## config.mk

```make
export PLATFORM = sky130hd
export DESIGN_NAME = spram_rr_arbiter_flat
export DESIGN_NICKNAME = d
export VERILOG_FILES = /design/src/rtl/spram_rr_arbiter_if.sv /design/src/rtl/spram_rr_arbiter.sv /design/src/flat_wrapper.sv
export SDC_FILE = /design/constraint.sdc
export NUM_CORES = 1
export LEC_CHECK = 0
export BUFFER_PORTS_ARGS = -buffer_cell sky130_fd_sc_hd__buf_2
export CORE_MARGIN = 2
export CORE_UTILIZATION = 40
export DETAILED_ROUTE_END_ITERATION = 16
export HOLD_SLACK_MARGIN = 0.05
export PLACE_DENSITY = 0.82
export SETUP_SLACK_MARGIN = 0.05
export SLEW_MARGIN = 20
export SYNTH_ARGS = -nofsm -noshare
export SYNTH_HDL_FRONTEND = slang
export SYNTH_SLANG_ARGS = --single-unit
```

## constraint.sdc

```tcl
create_clock -name clk -period 2 [get_ports clk]
set_input_delay 0.4 -clock clk [delete_from_list [all_inputs] [get_ports clk]]
set_output_delay 0.4 -clock clk [all_outputs]
set_load 0.005 [all_outputs]
```

## src/rtl/spram_rr_arbiter_if.sv

```systemverilog
// Requester-side bus of the shared single-port RAM arbiter.
// The master side belongs to the engines, and the slave side belongs to the arbiter.
interface spram_rr_arbiter_if #(
  parameter int NUM_REQ    = 2,
  parameter int ADDR_WIDTH = 5,
  parameter int DATA_WIDTH = 32
);
  logic [NUM_REQ-1:0]            req_valid;
  logic [NUM_REQ-1:0]            req_we;
  logic [NUM_REQ*ADDR_WIDTH-1:0] req_addr;
  logic [NUM_REQ*DATA_WIDTH-1:0] req_wdata;
  logic [NUM_REQ-1:0]            req_ready;
  logic [NUM_REQ-1:0]            rsp_valid;
  logic [DATA_WIDTH-1:0]         rsp_rdata;
  logic                          init_done;

  modport master (
    output req_valid, req_we, req_addr, req_wdata,
    input  req_ready, rsp_valid, rsp_rdata, init_done
  );

  modport slave (
    input  req_valid, req_we, req_addr, req_wdata,
    output req_ready, rsp_valid, rsp_rdata, init_done
  );
endinterface

```

## src/rtl/spram_rr_arbiter.sv

```systemverilog
// Round-robin arbiter that shares one single-port SRAM (active-low CEB/WEB) and returns read data one cycle after the grant.
// Define SPRAM_INIT_CLEAR_EN to zero-fill the whole RAM after every reset before requesters are admitted.
module spram_rr_arbiter #(
  parameter int NUM_REQ    = 2,
  parameter int ADDR_WIDTH = 5,
  parameter int DATA_WIDTH = 32
) (
  input  logic                  clk,
  input  logic                  rst,
  spram_rr_arbiter_if.slave     req_if,
  output logic                  ram_ceb,
  output logic                  ram_web,
  output logic [ADDR_WIDTH-1:0] ram_a,
  output logic [DATA_WIDTH-1:0] ram_d,
  input  logic [DATA_WIDTH-1:0] ram_q
);
  localparam int PTR_W = (NUM_REQ > 1) ? $clog2(NUM_REQ) : 1;

  logic [ADDR_WIDTH-1:0] addr_arr  [NUM_REQ];
  logic [DATA_WIDTH-1:0] wdata_arr [NUM_REQ];

  for (genvar gi = 0; gi < NUM_REQ; gi++) begin : g_unpack
    assign addr_arr[gi]  = req_if.req_addr[gi*ADDR_WIDTH +: ADDR_WIDTH];
    assign wdata_arr[gi] = req_if.req_wdata[gi*DATA_WIDTH +: DATA_WIDTH];
  end

  logic                  run_en;
  logic                  init_wr;
  logic [ADDR_WIDTH-1:0] init_addr;

`ifdef SPRAM_INIT_CLEAR_EN
  typedef enum logic {ST_INIT, ST_RUN} state_t;

  state_t                state_q, state_d;
  logic [ADDR_WIDTH-1:0] cnt_q, cnt_d;

  always_ff @(posedge clk) begin
    if (rst) begin
      state_q <= ST_INIT;
      cnt_q   <= '0;
    end else begin
      state_q <= state_d;
      cnt_q   <= cnt_d;
    end
  end

  always_comb begin
    state_d = state_q;
    cnt_d   = cnt_q;
    init_wr = 1'b0;
    run_en  = 1'b0;
    if (!rst) begin
      case (state_q)
        ST_INIT: begin
          init_wr = 1'b1;
          cnt_d   = cnt_q + 1'b1;
          if (&cnt_q) state_d = ST_RUN;
        end
        ST_RUN:  run_en = 1'b1;
        default: state_d = ST_INIT;
      endcase
    end
  end

  assign init_addr = cnt_q;
`else
  assign run_en    = ~rst;
  assign init_wr   = 1'b0;
  assign init_addr = '0;
`endif

  logic [PTR_W-1:0] ptr_q, ptr_d;
  logic [PTR_W-1:0] gnt_id;
  logic             any_valid;
  logic             gnt;

  // The scan runs from the farthest offset down, so the requester closest to ptr wins.
  always_comb begin
    any_valid = 1'b0;
    gnt_id    = '0;
    for (int k = NUM_REQ - 1; k >= 0; k--) begin
      if (req_if.req_valid[(int'(ptr_q) + k) % NUM_REQ]) begin
        any_valid = 1'b1;
        gnt_id    = PTR_W'((int'(ptr_q) + k) % NUM_REQ);
      end
    end
  end

  assign gnt   = any_valid & run_en;
  assign ptr_d = gnt ? PTR_W'((int'(gnt_id) + 1) % NUM_REQ) : ptr_q;

  logic                  rd_pend_q;
  logic [PTR_W-1:0]      rd_id_q;
  logic [DATA_WIDTH-1:0] rdata_q;
  logic [ADDR_WIDTH-1:0] a_q;
  logic [DATA_WIDTH-1:0] d_q;
  logic [NUM_REQ-1:0]    ready;
  logic [NUM_REQ-1:0]    rsp_vld;
  logic [DATA_WIDTH-1:0] rsp_data;

  always_comb begin
    ready = '0;
    if (gnt) ready[gnt_id] = 1'b1;
  end

  // A response that is pending when reset is asserted is discarded.
  always_comb begin
    rsp_vld = '0;
    if (rd_pend_q && !rst) rsp_vld[rd_id_q] = 1'b1;
  end

  assign rsp_data = rst ? '0 : (rd_pend_q ? ram_q : rdata_q);

  always_comb begin
    ram_ceb = 1'b1;
    ram_web = 1'b1;
    ram_a   = a_q;
    ram_d   = d_q;
    if (init_wr) begin
      ram_ceb = 1'b0;
      ram_web = 1'b0;
      ram_a   = init_addr;
      ram_d   = '0;
    end else if (gnt) begin
      ram_ceb = 1'b0;
      ram_web = ~req_if.req_we[gnt_id];
      ram_a   = addr_arr[gnt_id];
      ram_d   = wdata_arr[gnt_id];
    end
  end

  always_ff @(posedge clk) begin
    if (rst) begin
      ptr_q     <= '0;
      rd_pend_q <= 1'b0;
      rd_id_q   <= '0;
      rdata_q   <= '0;
      a_q       <= '0;
      d_q       <= '0;
    end else begin
      ptr_q     <= ptr_d;
      rd_pend_q <= gnt & ~req_if.req_we[gnt_id];
      if (gnt) rd_id_q <= gnt_id;
      rdata_q   <= rsp_data;
      if (!ram_ceb) begin
        a_q <= ram_a;
        d_q <= ram_d;
      end
    end
  end

  assign req_if.req_ready = ready;
  assign req_if.rsp_valid = rsp_vld;
  assign req_if.rsp_rdata = rsp_data;
  assign req_if.init_done = run_en;

endmodule

```

## src/flat_wrapper.sv

```systemverilog
// flat-port wrapper written by rule: the top's interface ports become plain ports
module spram_rr_arbiter_flat 
#(
  parameter int NUM_REQ    = 2,
  parameter int ADDR_WIDTH = 5,
  parameter int DATA_WIDTH = 32
)
  (clk, rst, ram_ceb, ram_web, ram_a, ram_d, ram_q, req_if_req_valid, req_if_req_we, req_if_req_addr, req_if_req_wdata, req_if_req_ready, req_if_rsp_valid, req_if_rsp_rdata, req_if_init_done);
  spram_rr_arbiter_if #(.NUM_REQ(NUM_REQ), .ADDR_WIDTH(ADDR_WIDTH), .DATA_WIDTH(DATA_WIDTH)) req_if_i ();
  input  logic clk;
  input  logic rst;
  output logic ram_ceb;
  output logic ram_web;
  output logic [ADDR_WIDTH-1:0] ram_a;
  output logic [DATA_WIDTH-1:0] ram_d;
  input  logic [DATA_WIDTH-1:0] ram_q;
  input wire logic [$bits(req_if_i.req_valid)-1:0] req_if_req_valid;
  input wire logic [$bits(req_if_i.req_we)-1:0] req_if_req_we;
  input wire logic [$bits(req_if_i.req_addr)-1:0] req_if_req_addr;
  input wire logic [$bits(req_if_i.req_wdata)-1:0] req_if_req_wdata;
  output wire logic [$bits(req_if_i.req_ready)-1:0] req_if_req_ready;
  output wire logic [$bits(req_if_i.rsp_valid)-1:0] req_if_rsp_valid;
  output wire logic [$bits(req_if_i.rsp_rdata)-1:0] req_if_rsp_rdata;
  output wire logic [$bits(req_if_i.init_done)-1:0] req_if_init_done;
  assign req_if_i.req_valid = req_if_req_valid;
  assign req_if_i.req_we = req_if_req_we;
  assign req_if_i.req_addr = req_if_req_addr;
  assign req_if_i.req_wdata = req_if_req_wdata;
  assign req_if_req_ready = req_if_i.req_ready;
  assign req_if_rsp_valid = req_if_i.rsp_valid;
  assign req_if_rsp_rdata = req_if_i.rsp_rdata;
  assign req_if_init_done = req_if_i.init_done;
  spram_rr_arbiter #(.NUM_REQ(NUM_REQ), .ADDR_WIDTH(ADDR_WIDTH), .DATA_WIDTH(DATA_WIDTH)) u_core (.clk(clk), .rst(rst), .req_if(req_if_i), .ram_ceb(ram_ceb), .ram_web(ram_web), .ram_a(ram_a), .ram_d(ram_d), .ram_q(ram_q));
endmodule
```

# Yosys cells after proc, flatten, opt, wreduce, memory -nomap -nowiden
# Cells that the tools add are included.
word_totals:
  regBits: 72
  output_inout_bits: 76
  wordCells: 54
op_classes:
  addsub: 2
  magnitude_cmp: 7
  mux: 29
  bitwise_logic: 6
  reduce_logical: 4
op_table:
  columns: ["cell", "n"]
  rows:
  - ["32-bit two-way mux", 6]
  - ["5-bit two-way mux", 4]
  - ["1-bit two-way mux", 15]
  - ["1-bit by 2-bit < comparator with 1-bit output, second input constant", 3]
  - ["2-bit two-way mux", 2]
  - ["1-bit logical AND", 3]
  - ["2-bit by 3-bit < comparator with 1-bit output, second input constant", 1]
  - ["1-bit adder, second input constant", 2]
  - ["1-bit bitwise AND", 2]
  - ["1-bit demux with 1-bit select", 2]
  - ["1-bit >= comparator, second input constant", 2]
  - ["2-bit >= comparator, second input constant", 1]
  - ["1-bit NOT", 2]
  - ["1-bit NOT with 2-bit output", 1]
  - ["1-bit bitwise AND, first input constant", 1]
  - ["1-bit logical NOT", 1]

# Longest topological paths before layout
depth:
  ltp_word: 12
  ltp_mapped: 5
  ltp_nobuf: 3

# Worst setup path after synthesis
# Ideal clock, no wire load.
synth_timing:
  path_type: "input -> output"
  startpoint: "input port rst"
  endpoint: "output port ram_a[4]"
  arrival_ns: 1.316
  required_ns: 1.600
  path_slack_ns: 0.284
  cell_stages: 5
  n_path_buf: 3
  path_cell_list: "buf_2 -> nor2_1 -> buf_2 -> buf_2 -> a221o_1"
synth_between:
  elab_chain_len: 3
synth_rtl:
  columns: ["item", "line_no", "rtl"]
  rows:
  - ["from (decl)", "flat_wrapper.sv:11", "input logic rst;"]
  - ["1-bit NOT", "spram_rr_arbiter.sv:67", "assign run_en = ~rst;"]
  - ["1-bit bitwise AND", "spram_rr_arbiter.sv:89", "assign gnt = any_valid & run_en;"]
  - ["5-bit two-way mux", "spram_rr_arbiter.sv:124", "end else if (gnt) begin"]
  - ["to (decl)", "flat_wrapper.sv:14", "output logic [ADDR_WIDTH-1:0] ram_a;"]
# Every way passes these cells.

# Worst setup path in the final report
layout_timing:
  startpoint: "register u_core.ptr_q"
  endpoint: "output port ram_d[1]"
layout_between:
  elab_chain_len: 11
  elab_cells_between_ends: 16
layout_rtl:
  columns: ["item", "line_no", "rtl"]
  rows:
  - ["from (decl)", "spram_rr_arbiter.sv:72", "logic [PTR_W-1:0] ptr_q, ptr_d;"]
  - ["from (signal assigned)", "spram_rr_arbiter.sv:141", "ptr_q <= ptr_d;"]
  - ["1-bit adder", "spram_rr_arbiter.sv:82, spram_rr_arbiter.sv:84", null]
  - ["1-bit two-way mux (implied by the code) (3 in series)", "spram_rr_arbiter.sv:82", "if (req_if.req_valid[(int'(ptr_q) + k) % NUM_REQ]) begin"]
  - ["1-bit two-way mux (2 in series)", "spram_rr_arbiter.sv:82", null]
  - ["1-bit NOT with 2-bit output (implied by the code)", "spram_rr_arbiter.sv:128", "ram_d = wdata_arr[gnt_id];"]
  - ["32-bit two-way mux (implied by the code) (3 in series)", "spram_rr_arbiter.sv:128", null]
  - ["32-bit two-way mux *", "spram_rr_arbiter.sv:124", null]
  - ["to (decl)", "flat_wrapper.sv:15", "output logic [DATA_WIDTH-1:0] ram_d;"]
# Every way passes the cells marked *; elsewhere a longest branch is shown, timed or not. The select of a mux whose other input is x is not followed.

==> out/qor_table.md <==
| Metric | Reported | Unit |
|---|---|---|
| Hold crit path type | in -> reg | - |
| ANT nets after route | 0 | - |
| Iteration-0 DRC count of the detailed router | 99 | - |
| Maximum root-to-sink buffer count | 2 | - |
| Peak per-stage delay on the critical path | 0.33 | ns |
| Post-detailed-route via-to-cell ratio | 5.36 | - |
| Outcome | finished with violations | - |
| Final core utilization | 0.576 | - |
| Number of vias in the routed layout | 3588 | - |
| Fraction of the yosys area taken by sequential cells | 0.413 | - |
| Row count | 34 | - |
| # IOs | 188 | - |
| Internal power | 0.00251 | W |
| Final standard cell area without fillers | 0.00495 | mm² |
| Critical Path Start | u_core.ptr_q | - |
| Summed instance area of the synthesized netlist | 0.00349 | mm² |
| Leak | 2.40 | nW |
| Routability Congestion | 0.793 | - |
| X dimension of the die | 97.4 | µm |
| Startpoint of the most critical register-to-register path | u_core.ptr_q | - |
| Warnings from Yosys | 0 | - |
| Area of the core | 0.00859 | mm² |
| Port Buf Inserts | 187 | - |
| Crit-path cells | and2b_2 > nor3_4 > buf_6 > buf_12 > a221o_1 > buf_2 | - |
| Max-Slew Margin vs Limit | 0.750 | - |
| Net count of the mapped netlist | 483 | - |
| Combinational fraction of design power | 0.218 | - |
| Layout-stage area growth over the synthesis result | 42.0 | % |
| RSZ-0062 raised after global routing | true | - |
| Post-route total power | 0.00344 | W |
| Final clock skew | 0.0126 | ns |
| Worst vdd ir | 0.413 | mV |
| Vertical extent of the die | 97.4 | µm |
| Minimum period implied by the final worst setup slack | 2.06 | ns |
| Final layout net count | 668 | - |
| Mean routed wirelength per cell | 15.2 | µm |
| Highest-delay cell along the critical path | dfxtp_2 | - |
| Final slew viol count | 0 | - |
| Overall routed net length | 10200 | µm |
| Setup-failing EPs final | 29 | - |
| MaxCap Viol Count | 0 | - |
| First-pass iteration count of the detailed router | 4 | - |
| Worst Setup Path Type | reg -> out | - |
| CP Capture Type | output pin | - |
| Total DRC errors in the routed layout | 0 | - |
| Total CTS buffers | 9 | - |
| Actual slew at the worst max-slew pin | 0.373 | ns |
| Violated checks | negative setup slack | - |
| Sw frac | 0.270 | - |
| Worst path arrival time | 1.66 | ns |
| Initial antenna violation count | 0 | - |
| Largest net degree at the start of global routing | 56 | - |
| Number of antenna cells inserted | 0 | - |
| Initial standard-cell utilization of the core | 0.406 | - |
| Critical path required time | 1.60 | ns |
| Clock tree from TritonCTS | done | - |
| Clock sink count | 72 | - |
| Clock latency of the later-clocked register in the worst-skew pair | 0.33 | ns |
| Post-route fraction of the period consumed by the critical path | 1.03 | - |
| Fraction of power consumed by the clock network | 0.325 | - |
| Count of state elements after synthesis | 72 | - |
| Maximum clock frequency | 486 | MHz |
| GRT Residual Overflow | 0 | - |
| Fraction of final layout cells sized beyond drive strength 1 | 0.426 | - |
| Final hold violations | 0 | - |
| Psw | 0.000928 | W |
| Part of the power in registers | 0.457 | - |
| Number of distinct standard cells referenced by the synthesized netlist | 21 | - |
| Deepest level of the CTS H-tree | 3 | - |
| Start point of the worst hold path | req_if_req_wdata[46] | - |
| Highest fanout seen on the critical path | 14 | - |
| Hold_ws | 0.299 | ns |
| HPWL reported at the end of detailed placement | 6800 | µm |
| Via count of the first global-routing pass | 3470 | - |
| Type of element launching the critical path | flip-flop | - |
| Total GRT Usage | 0.204 | - |
| CTS Root Buffer Type | clkbuf_8 | - |
| Minimum setup slack in the final design | -0.0596 | ns |
| Mean post-synth cell area | 9.40 | µm² |
| Post-synthesis cell count | 371 | - |
| Final cell count without fillers | 669 | - |
| DP Area | 0.00456 | mm² |
| Cell Pwr Density | 695 | mW/mm² |
| Global-route wire length before repair | 16000 | µm |
| Number of instances in the placed design | 642 | - |
| Reg clk slew, reported paths | 0.08 | ns |
| Area enclosed by the die boundary | 0.00948 | mm² |
## cell type report
class / count / area [µm²]
Tap cell: 108 / 135
Clock inverter: 7 / 71.3
Inverter: 2 / 7.51
Fill cell: 741 / 3640
Sequential cell: 72 / 1450
Timing Repair Buffer: 209 / 1220
Multi-Input combinational cell: 262 / 1950
Clock buffer: 9 / 124
## worst max-delay path: cells and delay by family (launching register included)
kind                   cells  cell delay [ns]
buffers and inverters      3             0.41
DFF                        1             0.33
AOI/OAI and AO/OA          1             0.31
and+or+nand+nor            2             0.29
## final timing paths
check / endpoint / slack [ns] / cells after the start
worst max-delay path: ram_d[1] / -0.06 / 6
worst min-delay path: u_core.d_q[14] / 0.30 / 2
worst max register to register: u_core.d_q[11] / 0.41 / 6
worst min register to register: u_core.rdata_q[27] / 0.50 / 2
## state kept, by name, indices dropped and copies added (netlist names)
signal,count
u_core.ptr_q,1
u_core.rd_id_q,1
u_core.rd_pend_q,1
u_core.rdata_q,32
u_core.a_q,5
u_core.d_q,32
## power by group through the flow
stage	registers [W]	logic (W)	clock network, W
4_1_cts	0.00157	0.000739	0.00115
3_5_place_dp	0.00160	0.000694	0
5_1_grt	0.00158	0.000819	0.00122
3_3_place_gp	0.00160	0.000676	0
6_report	0.00157	0.000752	0.00112
2_1_floorplan	0.00158	0.000379	0
## cell usage in the layout (no fill, tap or decap), drive strengths merged
cell / synthesis / final
clkinvlp: 0 / 3
a21bo: 1 / 1
o32a: 1 / 1
clkinv: 0 / 2
buf: 22 / 208
and3: 1 / 1
a21o: 1 / 1
a221o: 74 / 74
nand3b: 1 / 1
and2b: 1 / 1
bufinv: 0 / 1
and2: 74 / 74
a21oi: 2 / 2
nand2: 1 / 1
nor2: 67 / 67
inv: 2 / 3
nand3: 1 / 1
bufbuf: 0 / 1
nor3: 2 / 2
o21bai: 2 / 2
clkbuf: 13 / 9
mux2i: 32 / 32
nor3b: 1 / 1
dfxtp: 72 / 72
## cells in the mapped netlist
cell      number  area, µm²
a221o_1       74        741
and2b_1        1       7.51
a21bo_1        1       10.0
nor3_2         2       20.0
a21oi_1        2       10.0
o32a_1         1       10.0
and3_1         1       6.26
o21bai_1       2       15.0
buf_2         18       90.1
nand3_1        1       5.00
nor2_1        67        251
and2_1        74        463
mux2i_1       32        320
a21o_1         1       7.51
inv_1          2       7.51
dfxtp_1       72       1440
clkbuf_1      13       48.8
nand2_1        1       3.75
nor3b_1        1       7.51
buf_1          4       15.0
nand3b_1       1       7.51
## stage by stage
stage	setup WS [ns]	setup TNS, ns
floorplan	0.284	0
global placement	0.0646	0
detailed placement	-0.0137	-0.0137
CTS	-0.0866	-2.50
global route	-0.115	-2.92
finish	-0.0596	-0.869
## per-layer routing
metal | track usage | share of wire | vias to the layer above
met5 | 0 | 0 | -
met4 | 0.0652 | 0.014 | 0
met3 | 0.0590 | 0.082 | 15
met2 | 0.355 | 0.47 | 175
met1 | 0.243 | 0.43 | 1667
li1 | - | - | 1731
## kinds of logic after synthesis
logic type,after synthesis,synth area share
compound gates,81,0.227
buf+inv,37,0.0463
flops,72,0.413
mux,32,0.0918
simple gates,149,0.221
## what timing repair did
action,in CTS,in global routing
resized for setup,9,10
setup buffers,6,1
endpoints found under the setup margin,40,49
pin swaps,1,4
cloned,4,0
hold buffers,0,0
(Power assumes the default switching activity.)
